### config.mk
export PLATFORM = sky130hd
export DESIGN_NAME = grey_window_3x3_flat
export DESIGN_NICKNAME = d
export VERILOG_FILES = /design/src/rtl/grey_window_3x3_pkg.sv /design/src/rtl/grey_window_3x3_if.sv /design/src/rtl/grey_window_3x3_line_buffer.sv /design/src/rtl/grey_window_3x3.sv /design/src/flat_wrapper.sv
export SDC_FILE = /design/constraint.sdc
export NUM_CORES = 2
export LEC_CHECK = 0
export CAP_MARGIN = 20
export CORE_UTILIZATION = 56
export CTS_CLUSTER_SIZE = 14
export DETAILED_ROUTE_END_ITERATION = 10
export MAX_ROUTING_LAYER = met4
export PLACE_DENSITY = 0.75
export REMOVE_ABC_BUFFERS = 1
export SKIP_CTS_REPAIR_TIMING = 1
export SLEW_MARGIN = 15
export SYNTH_ARGS = -nofsm -noshare
export SYNTH_HDL_FRONTEND = slang
export SYNTH_SLANG_ARGS = --single-unit
### constraint.sdc
create_clock -name clk -period 10.95 [get_ports clk]
set_input_delay 1.6425 -clock clk [delete_from_list [all_inputs] [get_ports clk]]
set_output_delay 1.6425 -clock clk [all_outputs]
set_load 0.1 [all_outputs]
### src/rtl/grey_window_3x3_pkg.sv
// Shared pixel/window types for the grey pipeline (window generator and convolution stage).
package img_pkg;

    localparam int PIX_W = 4;
    localparam int IMG_W = 320;
    localparam int IMG_H = 240;

    typedef logic [PIX_W-1:0] pixel_t;

    // Packed [r][c]: element (r,c) lands at bits PIX_W*(3r+c), r=0 oldest line, c=0 oldest column.
    typedef pixel_t [2:0][2:0] window_t;

    function automatic logic [9*PIX_W-1:0] win_pack(window_t w);
        return w;
    endfunction

    function automatic window_t win_unpack(logic [9*PIX_W-1:0] flat);
        return flat;
    endfunction

    function automatic pixel_t win_elem(window_t w, logic [1:0] r, logic [1:0] c);
        return w[r][c];
    endfunction

endpackage

### src/rtl/grey_window_3x3_if.sv
// Pixel-in / window-out bus of the 3x3 window generator.
interface grey_window_3x3_if #(
    parameter int PIX_W = img_pkg::PIX_W
);
    logic [PIX_W-1:0]   pixel_in;
    logic               in_ready;
    logic               sof;
    logic [9*PIX_W-1:0] window;
    logic               out_ready;
    logic               out_last;

    modport master (
        output pixel_in, in_ready, sof,
        input  window, out_ready, out_last
    );

    modport slave (
        input  pixel_in, in_ready, sof,
        output window, out_ready, out_last
    );
endinterface

### src/rtl/grey_window_3x3_line_buffer.sv
// One image line of storage: combinational read, synchronous write, read-before-write.
module line_buffer #(
    parameter int DEPTH = 320,
    parameter int WIDTH = 4,
    localparam int AW   = (DEPTH > 1) ? $clog2(DEPTH) : 1
) (
    input  logic             clk,
    input  logic             en,
    input  logic [AW-1:0]    addr,
    input  logic [WIDTH-1:0] wdata,
    output logic [WIDTH-1:0] rdata
);

    // Contents are intentionally not reset; consumers gate stale lines by row position.
    logic [WIDTH-1:0] mem [DEPTH];

    assign rdata = mem[addr];

    always_ff @(posedge clk) begin
        if (en) mem[addr] <= wdata;
    end

endmodule

### src/rtl/grey_window_3x3.sv
// Sliding 3x3 window generator: buffers two grey lines and emits each full-interior neighbourhood.
module grey_window_3x3 #(
    parameter int IMG_W = img_pkg::IMG_W,
    parameter int IMG_H = img_pkg::IMG_H
) (
    input  logic               clk,
    input  logic               rst,
    grey_window_3x3_if.slave   bus
);
    import img_pkg::*;

    localparam int CW = (IMG_W > 1) ? $clog2(IMG_W) : 1;
    localparam int RW = (IMG_H > 1) ? $clog2(IMG_H) : 1;

    logic [CW-1:0] col, cur_col;
    logic [RW-1:0] row, cur_row;
    logic          accept, col_end, row_end, win_hit, last_hit;
    pixel_t        l0_rd, l1_rd;
    pixel_t [2:0]  col_in;
    window_t       sr;
    logic          win_vld_q, win_last_q;

    // sof relabels the accepted pixel as (0,0) before it is addressed or counted.
    always_comb begin
        accept    = bus.in_ready;
        cur_col   = bus.sof ? '0 : col;
        cur_row   = bus.sof ? '0 : row;
        col_end   = (cur_col == CW'(IMG_W - 1));
        row_end   = (cur_row == RW'(IMG_H - 1));
        win_hit   = accept && (cur_row >= RW'(2)) && (cur_col >= CW'(2));
        last_hit  = accept && row_end && col_end;
        col_in[0] = l0_rd;
        col_in[1] = l1_rd;
        col_in[2] = bus.pixel_in;
    end

    // line1 holds the previous line; line0 receives what line1 is about to lose.
    line_buffer #(.DEPTH(IMG_W), .WIDTH(PIX_W)) u_line1 (
        .clk   (clk),
        .en    (accept),
        .addr  (cur_col),
        .wdata (bus.pixel_in),
        .rdata (l1_rd)
    );

    line_buffer #(.DEPTH(IMG_W), .WIDTH(PIX_W)) u_line0 (
        .clk   (clk),
        .en    (accept),
        .addr  (cur_col),
        .wdata (l1_rd),
        .rdata (l0_rd)
    );

    always_ff @(posedge clk or negedge rst) begin
        if (!rst) begin
            col <= '0;
            row <= '0;
        end else if (accept) begin
            if (col_end) begin
                col <= '0;
                row <= row_end ? '0 : cur_row + RW'(1);
            end else begin
                col <= cur_col + CW'(1);
                row <= cur_row;
            end
        end
    end

    always_ff @(posedge clk or negedge rst) begin
        if (!rst) begin
            sr <= '0;
        end else if (accept) begin
            for (int r = 0; r < 3; r++) begin
                sr[r][0] <= sr[r][1];
                sr[r][1] <= sr[r][2];
                sr[r][2] <= col_in[r];
            end
        end
    end

    always_ff @(posedge clk or negedge rst) begin
        if (!rst) begin
            win_vld_q  <= 1'b0;
            win_last_q <= 1'b0;
        end else begin
            win_vld_q  <= win_hit;
            win_last_q <= last_hit;
        end
    end

    assign bus.window    = win_pack(sr);
    assign bus.out_ready = win_vld_q;
    assign bus.out_last  = win_last_q;

endmodule

### src/flat_wrapper.sv
// flat-port wrapper written by rule: the top's interface ports become plain ports
module grey_window_3x3_flat import img_pkg::*;
#(
    parameter int IMG_W = img_pkg::IMG_W,
    parameter int IMG_H = img_pkg::IMG_H
)
  (clk, rst, bus_pixel_in, bus_in_ready, bus_sof, bus_window, bus_out_ready, bus_out_last);
  grey_window_3x3_if bus_i ();
  input  logic clk;
  input  logic rst;
  input wire logic [$bits(bus_i.pixel_in)-1:0] bus_pixel_in;
  input wire logic [$bits(bus_i.in_ready)-1:0] bus_in_ready;
  input wire logic [$bits(bus_i.sof)-1:0] bus_sof;
  output wire logic [$bits(bus_i.window)-1:0] bus_window;
  output wire logic [$bits(bus_i.out_ready)-1:0] bus_out_ready;
  output wire logic [$bits(bus_i.out_last)-1:0] bus_out_last;
  assign bus_i.pixel_in = bus_pixel_in;
  assign bus_i.in_ready = bus_in_ready;
  assign bus_i.sof = bus_sof;
  assign bus_window = bus_i.window;
  assign bus_out_ready = bus_i.out_ready;
  assign bus_out_last = bus_i.out_last;
  grey_window_3x3 #(.IMG_W(IMG_W), .IMG_H(IMG_H)) u_core (.clk(clk), .rst(rst), .bus(bus_i));
endmodule
==> results_dict.tcl <==
set metrics [dict create \
    core_um2 185000 \
    dieHeight_um 434 \
    yosys_most_used_dff "edfxtp_1" \
    antenna_found_initial 8 \
    synth_cell_types 61 \
    fin_cells 9810 \
    grt_pass1_vias 62100 \
    cts_root_buf "clkbuf_16" \
    ys_seq_elements 2615 \
    dr.pass1.iters 7 \
    layout.nets 7158 \
    postRouteAntennaNets 0 \
    min_period_ns 6.88 \
    synth_edf_count 2560 \
    p_per_area_nw_per_um2 195 \
    fmax_mhz 145 \
    yosys_warnings 0 \
    power_frac_seq_pct 51.0 \
    finalSetupViolCount 0 \
    netlist.area_leader.share_pct 73.5 \
    syn_area_per_cell_um2 14.5 \
    wl_per_cell_um 28.9 \
    postSynthCellCount 7227 \
    place_congestion 0.901 \
    ir_drop_mv 0.205 \
    first_iter_violations 9451 \
    vias 65200 \
    final_cell_area_um2 116000 \
    synth_xor_area_share_pct 0 \
    placedCellCount 9345 \
    synth.area.top_cells "edfxtp_1 73%, nand2_1 4.6%, a211oi_1 3.4%" \
    p_switching_mw 5.51 \
    drt-vias-per-instance 6.64 \
    leakage_nw 37.0 \
    whs_ns 0.507 \
    internal_power_mw 17.0 \
    outcome "finished clean" \
    hold_viol_final 0 \
    arrival_ns 7.41 \
    grt_max_degree 272 \
    synth_mux_area_share_pct 3.73 \
    die_width_um 434 \
    crit_required_ns 11.48 \
    synthArstFlopShare_pct 2.10 \
    synth-simple-area-share_pct 10.1 \
    rows 158 \
    combPwrFrac_pct 10.1 \
    io_pins 46 \
    cts_buffers 275 \
    synth_area_um2 105000 \
    tightest_slew_ns 1.21 \
    grt-ovfl-total 0 \
    path_class "in -> reg" \
    grt_first_pass_wirelength_mm 411 \
    dieArea_um2 189000 \
    post-synth-top-count-cell "edfxtp_1" \
    synth-compound-area-share_pct 8.97 \
    hold_class "reg -> reg" \
    cp_max_fo 271 \
    clock_latency_ns 0.95 \
    rsz0062_at_grt "no" \
    period_share_pct 62.9 \
    synth-seq-area-share_pct 74.8 \
    synth_common_cells "2560 x edfxtp_1, 1289 x nand2_1, 477 x a211oi_1, 385 x nor2b_1, 342 x nor2_1" \
    critPathLaunchType "primary input" \
    fillCellCount 13000 \
    dpl-instance-area_um2 107000 \
    drc 0 \
    drive_above_1_share_pct 8.27 \
    synth_area_leader_cell "edfxtp_1" \
    power_frac_clock_pct 39.0 \
    cts_tree "done" \
    cts_buffer_depth 4 \
    hpwl_mm 156 \
    final.setup_skew_ns 0.0814 \
    synth_top_family_by_area "simple AND/OR/NAND/NOR gates" \
    fin_util_pct 62.4 \
    final.setup.tns_ns 0 \
    synthAdderAreaFrac_pct 0.0718 \
    area_growth_pct 10.5 \
    h-tree-depth 5 \
    p_sw_share_pct 24.5 \
    maxSlewViolCount 0 \
    slew_headroom_pct 19.3 \
    wirelength_mm 283 \
    grt_use_total_pct 30.7 \
    cts.sinks 2615 \
    max-cap-violations 0 \
    clk_pin_slew_ns 0.06 \
    end_kind "flip-flop" \
    start_util_pct 56.4 \
    port_buffers 45 \
]
[state kept, by name (all words and copies together) (netlist names)]
| register | cells |
|---|---|
| u_core.bus.out_last | 1 |
| u_core.bus.out_ready | 1 |
| u_core.bus.window | 36 |
| u_core.col | 9 |
| u_core.row | 8 |
| u_core.u_line0.mem | 1280 |
| u_core.u_line1.mem | 1280 |
[area by class of cell]
cell class / instances / area (µm²) / area share (%)
well taps: 2480 / 3100 / 2.68
inverters: 16 / 93.8 / 0.0812
multi-input cells: 4054 / 24100 / 20.9
clock buffers: 355 / 7420 / 6.42
clock inverters: 97 / 816 / 0.706
flip-flops and latches: 2615 / 78300 / 67.7
repair buffers: 182 / 1790 / 1.55
diodes: 11 / 27.5 / 0.0238
[worst max-delay path, cell delays in order]
cell,delay [ns]
buf_2,0.15
buf_4,0.33
nor2b_4,0.40
clkinv_16,0.56
a211oi_1,0.53
a311oi_1,0.11
nor4_1,0.90
o22ai_1,0.22
nor4_1,0.71
or4_1,0.43
nand3_4,0.11
buf_12,0.37
buf_4,0.49
[layout by cell type, fill, tap and decap left out, types with 53 or more instances in the layout]
master | netlist | final
dfrtp_1 | 55 | 53
nor4_1 | 57 | 55
buf_4 | 13 | 112
nand3_1 | 232 | 214
edfxtp_1 | 2560 | 2560
a211oi_1 | 477 | 477
nor2b_1 | 385 | 384
clkbuf_1 | 234 | 65
a21oi_1 | 128 | 128
nor2_1 | 342 | 338
clkbuf_16 | 0 | 283
nand2_1 | 1289 | 1286
o21ai_0 | 59 | 59
a311oi_1 | 291 | 291
a31oi_1 | 225 | 225
mux2_2 | 65 | 65
mux2i_1 | 305 | 305
[layer usage]
layer | up-vias | wire length, µm | GRT usage [%]
li1 | 27500 | - | -
met1 | 32300 | 105000 | 40.8
met2 | 4621 | 131000 | 45.1
met3 | 784 | 35000 | 7.43
met4 | 0 | 13100 | 13.5
met5 | - | 0 | -
[power by group through the flow]
stage / combinational, mW / clock, mW / sequential (mW)
finish: 2.26 / 8.77 / 11.5
global route: 2.37 / 9.17 / 11.5
CTS: 2.22 / 8.78 / 11.5
detailed placement: 2.20 / 0 / 11.7
global placement: 2.15 / 0 / 11.7
floorplan: 1.37 / 0 / 12.2
[through the flow]
step | setup slack, ns | total power [mW]
finish | 4.07 | 22.5
global route | 4.06 | 23.0
CTS | 4.34 | 22.5
detailed placement | 3.46 | 13.9
global placement | 3.59 | 13.8
floorplan | -46.26 | 13.6
[worst paths after layout]
kind | from | endpoint | slack (ns) | depth (start not counted)
worst max register to register | u_core.col[0] | u_core.u_line0.mem[214][2] | 4.31 | 13
worst max-delay path | bus_sof | u_core.u_line0.mem[213][0] | 4.07 | 13
min in group asynchronous | rst | u_core.bus.window[14] | 0.89 | 2
worst min register to register | u_core.bus.window[12] | u_core.bus.window[12] | 0.51 | 1
max in group asynchronous | rst | u_core.col[0] | 9.39 | 2
worst min-delay path | u_core.bus.window[12] | u_core.bus.window[12] | 0.51 | 1
[cell families (layout without fill, tap and decap cells)]
kind of cell / Yosys count / in the layout
adders and majority gates: 6 / 6
DFF: 2615 / 2615
other: 0 / 11
muxes: 375 / 375
and+or+nand+nor: 2381 / 2381
AOI/OAI and AO/OA: 1292 / 1292
buffers and inverters: 558 / 650
Power figures use the tool's default switching activity.
